[config.mk]
export PLATFORM = sky130hd
export DESIGN_NAME = fanout_fork_tracker_flat
export DESIGN_NICKNAME = d
export VERILOG_FILES = /design/src/rtl/fanout_fork_tracker_pkg.sv /design/src/rtl/fanout_fork_tracker_if.sv /design/src/rtl/fanout_sat_counter.sv /design/src/rtl/fanout_fork_tracker.sv /design/src/flat_wrapper.sv
export SDC_FILE = /design/constraint.sdc
export NUM_CORES = 1
export LEC_CHECK = 0
export BUFFER_PORTS_ARGS = -buffer_cell sky130_fd_sc_hd__buf_2
export CAP_MARGIN = 30
export CORE_AREA = 2 2 246 248
export CTS_CLUSTER_DIAMETER = 200
export CTS_CLUSTER_SIZE = 14
export DETAILED_ROUTE_END_ITERATION = 7
export DIE_AREA = 0 0 248 250
export GPL_ROUTABILITY_DRIVEN = 0
export SLEW_MARGIN = 20
export SYNTH_ARGS = -nofsm -noshare
export SYNTH_HDL_FRONTEND = slang
export SYNTH_SLANG_ARGS = --single-unit
[constraint.sdc]
create_clock -name clk -period 2.2 [get_ports clk]
set_input_delay 0.22 -clock clk [delete_from_list [all_inputs] [get_ports clk]]
set_output_delay 0.22 -clock clk [all_outputs]
set_load 0.01 [all_outputs]
[src/rtl/fanout_fork_tracker_pkg.sv]
// Shared types and helpers for the one-to-N stream fork.
// Optional stall counter in the top is enabled with FANOUT_PERF_EN.
package fanout_pkg;

    typedef enum logic {FORK_EAGER = 1'b0, FORK_LAZY = 1'b1} fork_mode_e;

    localparam int MAX_FANOUT = 32;
    localparam int MAX_SEL_W  = 32;

    // A branch participates only if it is enabled and its route select points at this fork.
    function automatic logic sel_active(input logic en, input logic [MAX_SEL_W-1:0] sel,
                                        input logic [4:0] sel_bit);
        return en & sel[sel_bit];
    endfunction

endpackage

[src/rtl/fanout_fork_tracker_if.sv]
// Producer/consumer handshake bundle of the fork: slave is the fork, master is its environment.
interface fanout_fork_tracker_if #(
    parameter int NUM_OUT = 21,
    parameter int DATA_W  = 17
);
    logic                      in_valid;
    logic [DATA_W-1:0]         in_data;
    logic                      in_ready;
    logic [NUM_OUT-1:0]        out_valid;
    logic [NUM_OUT*DATA_W-1:0] out_data;
    logic [NUM_OUT-1:0]        out_ready;

    modport master (
        output in_valid, in_data, out_ready,
        input  in_ready, out_valid, out_data
    );

    modport slave (
        input  in_valid, in_data, out_ready,
        output in_ready, out_valid, out_data
    );
endinterface

[src/rtl/fanout_sat_counter.sv]
// Saturating event counter with synchronous clear; used for fork stall statistics.
module fanout_sat_counter #(
    parameter int PERF_W = 16
) (
    input  logic              clk,
    input  logic              rst_n,
    input  logic              inc,
    input  logic              clr,
    output logic [PERF_W-1:0] count
);

    always_ff @(posedge clk or negedge rst_n) begin
        if (!rst_n) begin
            count <= '0;
        end else if (clr) begin
            count <= '0;
        end else if (inc && (count != '1)) begin
            count <= count + PERF_W'(1);
        end
    end

endmodule

[src/rtl/fanout_fork_tracker.sv]
// One-to-N broadcast fork with eager (per-branch taken bits) and lazy (all-ready) modes.
// Define FANOUT_PERF_EN to build the saturating stall counter; otherwise stall_cnt is tied to 0.
module fanout_fork_tracker
    import fanout_pkg::*;
#(
    parameter int NUM_OUT = 21,
    parameter int DATA_W  = 17,
    parameter int SEL_W   = 8,
    parameter int SEL_BIT = 4,
    parameter int PERF_W  = 16
) (
    input  logic                     clk,
    input  logic                     rst_n,
    input  logic                     flush,
    input  fork_mode_e               cfg_mode,
    input  logic [NUM_OUT-1:0]       cfg_en,
    input  logic [NUM_OUT*SEL_W-1:0] cfg_sel,
    fanout_fork_tracker_if.slave     bus,
    output logic [PERF_W-1:0]        stall_cnt
);

    logic [NUM_OUT-1:0] act;
    logic [NUM_OUT-1:0] taken;
    logic [NUM_OUT-1:0] can_go;
    logic [NUM_OUT-1:0] valid;
    logic               ready;
    logic               fire;

    always_comb begin
        act = '0;
        for (int i = 0; i < NUM_OUT; i++) begin
            act[i] = sel_active(cfg_en[i], MAX_SEL_W'(cfg_sel[i*SEL_W +: SEL_W]), 5'(SEL_BIT));
        end
    end

    // A branch stops blocking once it is inactive, already served, or ready now.
    always_comb begin
        can_go = '0;
        ready  = 1'b0;
        valid  = '0;
        if (cfg_mode == FORK_LAZY) begin
            can_go = ~act | bus.out_ready;
            ready  = &can_go;
            valid  = (bus.in_valid && ready) ? act : '0;
        end else begin
            can_go = ~act | taken | bus.out_ready;
            ready  = &can_go;
            valid  = bus.in_valid ? (act & ~taken) : '0;
        end
    end

    assign fire          = bus.in_valid & ready;
    assign bus.in_ready  = ready;
    assign bus.out_valid = valid;
    assign bus.out_data  = {NUM_OUT{bus.in_data}};

    always_ff @(posedge clk or negedge rst_n) begin
        if (!rst_n) begin
            taken <= '0;
        end else if (flush) begin
            taken <= '0;
        end else if ((cfg_mode == FORK_LAZY) || fire) begin
            taken <= '0;
        end else begin
            taken <= taken | (valid & bus.out_ready);
        end
    end

`ifdef FANOUT_PERF_EN
    fanout_sat_counter #(.PERF_W(PERF_W)) u_stall_counter (
        .clk   (clk),
        .rst_n (rst_n),
        .inc   (bus.in_valid & ~ready),
        .clr   (flush),
        .count (stall_cnt)
    );
`else
    assign stall_cnt = '0;
`endif

endmodule
[src/flat_wrapper.sv]
// flat-port wrapper written by rule: the top's interface ports become plain ports
module fanout_fork_tracker_flat import fanout_pkg::*;
#(
    parameter int NUM_OUT = 21,
    parameter int DATA_W  = 17,
    parameter int SEL_W   = 8,
    parameter int SEL_BIT = 4,
    parameter int PERF_W  = 16
)
  (clk, rst_n, flush, cfg_mode, cfg_en, cfg_sel, stall_cnt, bus_in_valid, bus_in_data, bus_out_ready, bus_in_ready, bus_out_valid, bus_out_data);
  fanout_fork_tracker_if #(.NUM_OUT(NUM_OUT), .DATA_W(DATA_W)) bus_i ();
  input  logic clk;
  input  logic rst_n;
  input  logic flush;
  input  fork_mode_e cfg_mode;
  input  logic [NUM_OUT-1:0] cfg_en;
  input  logic [NUM_OUT*SEL_W-1:0] cfg_sel;
  output logic [PERF_W-1:0] stall_cnt;
  input wire logic [$bits(bus_i.in_valid)-1:0] bus_in_valid;
  input wire logic [$bits(bus_i.in_data)-1:0] bus_in_data;
  input wire logic [$bits(bus_i.out_ready)-1:0] bus_out_ready;
  output wire logic [$bits(bus_i.in_ready)-1:0] bus_in_ready;
  output wire logic [$bits(bus_i.out_valid)-1:0] bus_out_valid;
  output wire logic [$bits(bus_i.out_data)-1:0] bus_out_data;
  assign bus_i.in_valid = bus_in_valid;
  assign bus_i.in_data = bus_in_data;
  assign bus_i.out_ready = bus_out_ready;
  assign bus_in_ready = bus_i.in_ready;
  assign bus_out_valid = bus_i.out_valid;
  assign bus_out_data = bus_i.out_data;
  fanout_fork_tracker #(.NUM_OUT(NUM_OUT), .DATA_W(DATA_W), .SEL_W(SEL_W), .SEL_BIT(SEL_BIT), .PERF_W(PERF_W)) u_core (.clk(clk), .rst_n(rst_n), .flush(flush), .cfg_mode(cfg_mode), .cfg_en(cfg_en), .cfg_sel(cfg_sel), .bus(bus_i), .stall_cnt(stall_cnt));
endmodule
==> results_dict.tcl, run 1 <==
set metrics [dict create \
    status "finished, final reports clean" \
    critPathMaxStageDelay_ns 0.58 \
    drive_above_1_share 0.388 \
    seqPwrFrac 0.338 \
    fp.dieW_um 248 \
    cap_violations 0 \
    r2r-start "u_core.taken[9]" \
    cp_top_family "simple AND/OR/NAND/NOR gates" \
    slew_headroom 0.605 \
    path_cells "o22ai_1 -> or4_4 -> o41ai_4 -> buf_4 -> buf_2" \
    crit_path_end_kind "primary output" \
    syn_area_per_cell_um2 7.65 \
    largestRegisters "u_core.taken (21)" \
    hp-class "input port to flop" \
    clockBufferDepth 2 \
    r2r_setup_slack_ns 0.19 \
    antenna_found_initial 6 \
    drt-initial-drc-count 193 \
    peakVddDrop_mv 0.260 \
    clock_sinks 21 \
    period_share 0.981 \
    dieHeight_um 250 \
    grt_pass1_wl_um 17900 \
    r2r-end "u_core.taken[5]" \
    p_sw_mw 0.384 \
    cts.clk_slew.worst_paths_ns 0.07 \
    crit_start "u_core.taken[9]" \
    boundaryPins 627 \
    die_area_um2 62000 \
    first_global_vias 2424 \
    drc 0 \
    initial_core_util 0.0763 \
    final_hold_viol_count 0 \
    fin_worst_skew_ns 0.00853 \
    layout_common_cells "buf_2 (89), a21oi_1 (47), nand4_1 (22)" \
    stdcell_area_um2 3470 \
    first_pass_iters 4 \
    synth-edff-count 0 \
    switching_share 0.331 \
    p_leak_nw 1.24 \
    intPower_mw 0.776 \
    cts-htree-levels 1 \
    tightest_slew_ns 0.592 \
    required_ns 1.98 \
    cts_root_buf "clkbuf_16" \
    crit_fanout 3 \
    clkPwrFrac 0.354 \
    min_to "u_core.taken[0]" \
    worstSetupPathType "flop to primary output" \
    post-place-ws_ns 0.0217 \
    grt_max_degree 23 \
    netlist_area_um2 4550 \
    timing.final.crit_period_ns 2.16 \
    largest_reg_flops 21 \
    final.setup.worst_slack_ns 0.0415 \
    p_per_area_nw_per_um2 335 \
    arrival_ns 1.94 \
    n_antenna_cell 0 \
    vias 2547 \
    rows 90 \
    syn_to_final_growth_pct -23.7 \
    reg2reg_depth 6 \
    cts_tree "built" \
    synth_ff_type "dfrtp_1" \
    numPortBuffers 89 \
    slew_violations 0 \
    nNetsFinal 571 \
    vias_per_cell 2.27 \
    holdPathStages 3 \
    crit_slowest_cell "or4_4" \
    setup_tns_ns 0 \
    core_um2 59600 \
    critPathBufInv 2 \
    final_common_cell "buf_2" \
    yosysWarningCount 0 \
    drt_wl_total_um 13100 \
    timing.fmax_mhz 463 \
    hpwl_um 10900 \
    placed_cell_area_um2 3290 \
    grt_util_all_layers 0.0391 \
    rsz0062_at_grt "false" \
    syn_inst 594 \
    cts_buffers 3 \
    synth.distinct_cells 36 \
    largest_register "u_core.taken" \
    setup_viol 0 \
    min_from "bus_out_ready[0]" \
    wl_per_cell_um 11.7 \
    startpoint_type "flop" \
    comb_power_share 0.308 \
    ys_ff_latch 21 \
    async_reset_ff_frac 1.00 \
    seq_area_frac_synth 0.116 \
    clk_latency_ns 0.26 \
    ant_nets 0 \
    gr-total-overflow 0 \
]
==> tightest hold or removal path: cells and delay by family <==
kind	cells	cell delay, ns
AOI/OAI and AO/OA	2	0.19
buffers and inverters	1	0.13
==> metal layers <==
metal	GRT usage	routed length, µm	up-vias
met5	0	48	-
met4	0.0217	729	8
met3	0.0280	2530	103
met2	0.0535	5180	247
met1	0.0439	4630	1088
li1	-	-	1101
==> logic make-up after synthesis <==
family,after synthesis,share of synthesized area
compound gates,79,0.108
buf+inv,387,0.633
flops,21,0.116
other cells,1,0.000825
simple gates,106,0.142
==> worst max path at each step <==
| stage | to | slack [ns] | cells after the start |
|---|---|---|---|
| after floorplan | bus_in_ready | 0.42 | 4 |
| after global placement | bus_out_valid[18] | 0.04 | 10 |
| after detailed placement | bus_out_valid[18] | 0.02 | 10 |
| after CTS | bus_out_valid[18] | 0.01 | 10 |
| after global routing | bus_in_ready | 0.007 | 6 |
| final | bus_in_ready | 0.04 | 5 |
==> power by group through the flow <==
stage	logic [mW]	clock network (mW)	registers, mW
floorplan	0.848	0	0.399
global placement	0.330	0	0.400
detailed placement	0.332	0	0.400
CTS	0.338	0.412	0.392
global route	0.390	0.437	0.393
finish	0.357	0.410	0.392
==> metrics by stage <==
stage	util	cells	total power, mW	hold slack [ns]
6_report	0.0582	1120	1.16	0.318
3_5_place_dp	0.0553	1111	0.732	0.230
4_1_cts	0.0570	1116	1.14	0.321
3_3_place_gp	0.0553	1111	0.730	0.220
2_1_floorplan	-	609	1.25	-0.0756
5_1_grt	0.0582	1120	1.22	0.334
==> cell type report <==
class / instances / area, µm²
Tap cell: 782 / 978
Inverter: 1 / 3.75
Clock inverter: 1 / 7.51
Multi-Input combinational cell: 201 / 1260
Fill cell: 7025 / 56100
Timing Repair Buffer: 111 / 617
Sequential cell: 21 / 526
Clock buffer: 3 / 75.1
==> Yosys cell counts (5+ instances only) <==
cell type,n,area share
nor2_1,5,0.0041
nand2_1,18,0.015
o41ai_1,5,0.0096
or3_1,10,0.014
and3_1,19,0.026
o21ai_0,8,0.0088
nand3_1,7,0.0077
nand4_1,22,0.030
a21oi_1,48,0.053
clkbuf_1,10,0.0083
nand3b_1,13,0.021
buf_4,373,0.62
dfrtp_1,21,0.12
==> what timing repair did <==
| action | in CTS | in global routing |
|---|---|---|
| buffers inserted | 0 | 4 |
| endpoints found under the hold margin | 21 | 0 |
| resized for setup | 2 | 7 |
| setup endpoints to repair | 1 | 9 |
| pin swaps | 0 | 8 |
| hold buffers | 1 | 0 |
(Power assumes the default switching activity.)
==> inputs of run 2 (changes only) <==
- BUFFER_PORTS_ARGS: -buffer_cell sky130_fd_sc_hd__buf_2 -> not set
- CORE_AREA: 2 2 246 248 -> 2 2 242 244
- CTS_CLUSTER_DIAMETER: 200 -> not set
- DIE_AREA: 0 0 248 250 -> 0 0 244 246
- DONT_BUFFER_PORTS: not set -> 1
==> results_dict.tcl, run 2 (synthesis gave the netlist of run 1 again) <==
set metrics [dict create \
    ant_nets 0 \
    core_um2 57400 \
    peakVddDrop_mv 0.205 \
    path_common_cell "buf_4" \
    cts_tree "built" \
    clock_sinks 21 \
    r2r-start "u_core.taken[7]" \
    worstSetupPathType "flop to primary output" \
    clk_latency_ns 0.26 \
    fp.dieW_um 244 \
    initial_core_util 0.0792 \
    critPathMaxStageDelay_ns 0.47 \
    p_per_area_nw_per_um2 348 \
    clockBufferDepth 2 \
    p_leak_nw 0.920 \
    grt_max_degree 24 \
    drt-initial-drc-count 179 \
    fillers 6767 \
    boundaryPins 627 \
    arrival_ns 1.98 \
    startpoint_type "flop" \
    syn_to_final_growth_pct -31.9 \
    rsz0062_at_grt "true" \
    min_from "bus_in_valid" \
    n_antenna_cell 0 \
    final_hold_viol_count 0 \
    final-seq-area_um2 527 \
    cts-htree-levels 1 \
    status "finished, final reports clean" \
    dr_wl_met3_um 2600 \
    fin_worst_skew_ns 0.00839 \
    drive_above_1_share 0.208 \
    antenna_found_initial 2 \
    rows 88 \
    final_common_cell "a21oi_1" \
    wl_per_cell_um 14.5 \
    crit_path_end_kind "primary output" \
    grt_util_all_layers 0.0468 \
    wl_met1_um 5220 \
    layout_common_cells "a21oi_1 (48), buf_4 (28), nand4_1 (22)" \
    numPortBuffers 0 \
    routed-wl-met2_um 6540 \
    first_pass_iters 4 \
    largest_register "u_core.taken" \
    vias_per_cell 2.30 \
    largest_reg_flops 21 \
    dieHeight_um 246 \
    die_area_um2 60000 \
    critPathBufInv 2 \
    path_cells "o32ai_1 -> or4_4 -> o41ai_4 -> buf_4 -> buf_4" \
    cap_violations 0 \
    gr-total-overflow 0 \
    required_ns 1.98 \
    largestRegisters "u_core.taken (21)" \
    cts.clk_slew.worst_paths_ns 0.07 \
    slew_violations 0 \
    final_cells 1024 \
    period_share 1.00 \
    slew_headroom 0.493 \
    drt_wl_total_um 14900 \
    vias 2352 \
    multi_input_area_um2 1280 \
    p_total_mw 1.08 \
    setup_viol 0 \
    tightest_slew_ns 0.751 \
    nNetsFinal 492 \
    timing.final.crit_period_ns 2.20 \
    routed.top_layer "met5" \
    cts_root_buf "clkbuf_16" \
    timing.fmax_mhz 455 \
    crit_start "u_core.taken[19]" \
    crit_slowest_cell "or4_4" \
    drc 0 \
    grt_pass1_wl_um 19500 \
    cts_buffers 3 \
    hpwl_um 12700 \
    cp_top_family "compound AO/OA/AOI/OAI gates" \
    hp-class "input port to flop" \
    first_global_vias 2317 \
    crit_fanout 3 \
    dp.cells 1012 \
]
-- run 2: layout make-up --
type	instances	area share
inverter	1	0.00121
multi-input combinational	201	0.412
clock inverter	1	0.00242
timing repair buffer	32	0.0808
tap	765	0.309
sequential	21	0.170
clock buffer	3	0.0242
-- run 2: worst paths after layout --
check / to / slack, ns / cells after the start
setup / recovery: bus_in_ready / 0.0001 / 5
hold / removal: u_core.taken[6] / 0.12 / 2
setup reg to reg: u_core.taken[2] / 0.24 / 7
hold reg to reg: u_core.taken[6] / 0.56 / 2
max in group asynchronous: u_core.taken[17] / 1.30 / 2
min in group asynchronous: u_core.taken[10] / 0.48 / 2
-- run 2: power by group --
group          internal [mW]  switching (mW)  total (mW)  leakage (nW)
clock network          0.247           0.169       0.416        0.0371
registers              0.389         0.00364       0.393         0.291
logic                 0.0968           0.173       0.270         0.591
-- run 2: through the flow --
stage	setup slack, ns	setup TNS [ns]	instance area (µm²)	util	hold slack, ns
finish	0.000105	0	3100	0.0540	0.117
global route	-0.0222	-0.0222	3100	0.0540	0.114
CTS	0.00502	0	3050	0.0532	0.104
detailed placement	-0.0800	-0.0800	2880	0.0502	-0.0745
global placement	-0.0870	-0.0870	2870	0.0501	-0.0748
floorplan	0.417	0	4600	-	-0.0756
-- run 2: repair_timing --
action | CTS | global route
pin swaps | 2 | 2
gates resized for setup | 9 | 1
hold buffers | 1 | 1
setup endpoints to repair | 1 | 2
setup buffers | 3 | 3
endpoints found under the hold margin | 21 | 21
gates cloned | 0 | 0
-- run 2: routing by layer --
layer  up-vias  GRT usage
met5         -          0
met4         2     0.0169
met3        69     0.0322
met2       279     0.0722
met1      1063     0.0503
li1        939          -
==> inputs of run 3 (changes only) <==
- SETUP_SLACK_MARGIN: not set -> 0.2
==> results_dict.tcl, run 3 (synthesis gave the netlist of run 1 again) <==
set metrics [dict create \
    status "finished, final reports clean" \
    startpoint_type "flop" \
    setup_tns_ns 0 \
    crit_path_end_kind "primary output" \
    cts_root_buf "clkbuf_16" \
    p_per_area_nw_per_um2 345 \
    cts.clk_slew.worst_paths_ns 0.07 \
    worstSetupPathType "flop to primary output" \
    required_ns 1.98 \
    largest_register "u_core.taken" \
    grt_util_all_layers 0.0477 \
    clk_latency_ns 0.27 \
    die_area_um2 60000 \
    tightest_slew_ns 0.710 \
    hold-worst-slack_ns 0.108 \
    grt_pass1_wl_um 19900 \
    crit_fanout 2 \
    fp.dieW_um 244 \
    clkPwrFrac 0.377 \
    slew_headroom 0.520 \
    drive_above_1_share 0.245 \
    antenna_found_initial 3 \
    cts_buffers 3 \
    dieHeight_um 246 \
    seqPwrFrac 0.354 \
    peakVddDrop_mv 0.224 \
    core_um2 57400 \
    drc 0 \
    drt_wl_total_um 15000 \
    rows 88 \
    layout_common_cells "a21oi_1 (45), buf_4 (28), nand4_1 (22)" \
    first_pass_iters 4 \
    vias_per_cell 2.33 \
    period_share 0.975 \
    cap_violations 0 \
    timing.final.crit_period_ns 2.15 \
    setup_viol 0 \
    clockBufferDepth 2 \
    vias 2401 \
    first_global_vias 2379 \
    cts-htree-levels 1 \
    timing.fmax_mhz 466 \
    rsz0062_at_grt "true" \
    intPower_mw 0.753 \
    fin_worst_skew_ns 0.0120 \
    clock_sinks 21 \
    grt_max_degree 24 \
    ant_nets 0 \
    p_leak_nw 0.965 \
    wl_per_cell_um 14.6 \
    final_common_cell "a21oi_1" \
    syn_to_final_growth_pct -29.1 \
    nNetsFinal 498 \
    post-place-ws_ns -0.0800 \
    largest_reg_flops 21 \
    p_total_mw 1.11 \
    largestRegisters "u_core.taken (21)" \
    comb_power_share 0.270 \
    gr-total-overflow 0 \
    final_hold_viol_count 0 \
    hp-class "input port to flop" \
    arrival_ns 1.93 \
    boundaryPins 627 \
    initial_core_util 0.0792 \
    final.setup.worst_slack_ns 0.0539 \
    switching_share 0.322 \
    hpwl_um 12700 \
    cts_tree "built" \
    numPortBuffers 0 \
    slew_violations 0 \
    drt-initial-drc-count 160 \
    p_sw_mw 0.358 \
]
-- run 3: routing by layer --
layer  global-route usage  vias to the layer above  routed length (µm)
met3               0.0318                       72                2510
met4               0.0192                        2                 586
met1               0.0519                     1095                5390
met5                    0                        -                  13
met2               0.0728                      279                6520
li1                     -                      953                   -
-- run 3: path summary, 6_finish.rpt --
path                                  from               end  slack, ns  cells after the start
max                        u_core.taken[9]      bus_in_ready       0.05                      5
min reg2reg                u_core.taken[6]   u_core.taken[6]       0.57                      2
max reg2reg                u_core.taken[7]   u_core.taken[1]       0.23                      7
max in group asynchronous            rst_n  u_core.taken[17]       1.33                      2
min in group asynchronous            rst_n  u_core.taken[10]       0.46                      2
min                           bus_in_valid   u_core.taken[6]       0.11                      2
-- run 3: cell type report --
type                       instances  area [µm²]
antenna                            1        2.50
clock buffer                       3        75.1
clock inverter                     1        7.51
fill                            6760       54100
inverter                           1        3.75
multi-input combinational        201        1320
sequential                        21         527
tap                              765         957
timing repair buffer              38         330
-- run 3: worst max-delay path, stage by stage, from the launching register on --
cell and delay, ns:
dfrtp_1 0.38, o22ai_1 0.10, or4_4 0.52, o41ai_4 0.36, buf_4 0.19, buf_6 0.11
-- run 3: repair_timing --
action | CTS | global route
resized for setup | 14 | 14
hold endpoints to repair | 21 | 21
pin swaps | 4 | 3
endpoints found under the setup margin | 30 | 20
buffers inserted | 9 | 2
cloned | 1 | 0
hold buffers | 1 | 1
-- run 3: stage by stage --
stage          utilization  instances  cell area [µm²]
2_1_floorplan            -        609             4600
3_3_place_gp        0.0501       1011             2870
3_5_place_dp        0.0502       1012             2880
4_1_cts             0.0546       1027             3130
5_1_grt             0.0561       1030             3220
6_report            0.0562       1031             3220
-- run 3: power by group through the flow --
stage | Clock (mW) | Combinational [mW] | Sequential (mW)
detailed placement | 0 | 0.239 | 0.400
floorplan | 0 | 0.848 | 0.399
CTS | 0.431 | 0.288 | 0.393
finish | 0.419 | 0.300 | 0.393
global placement | 0 | 0.236 | 0.400
global route | 0.440 | 0.324 | 0.393
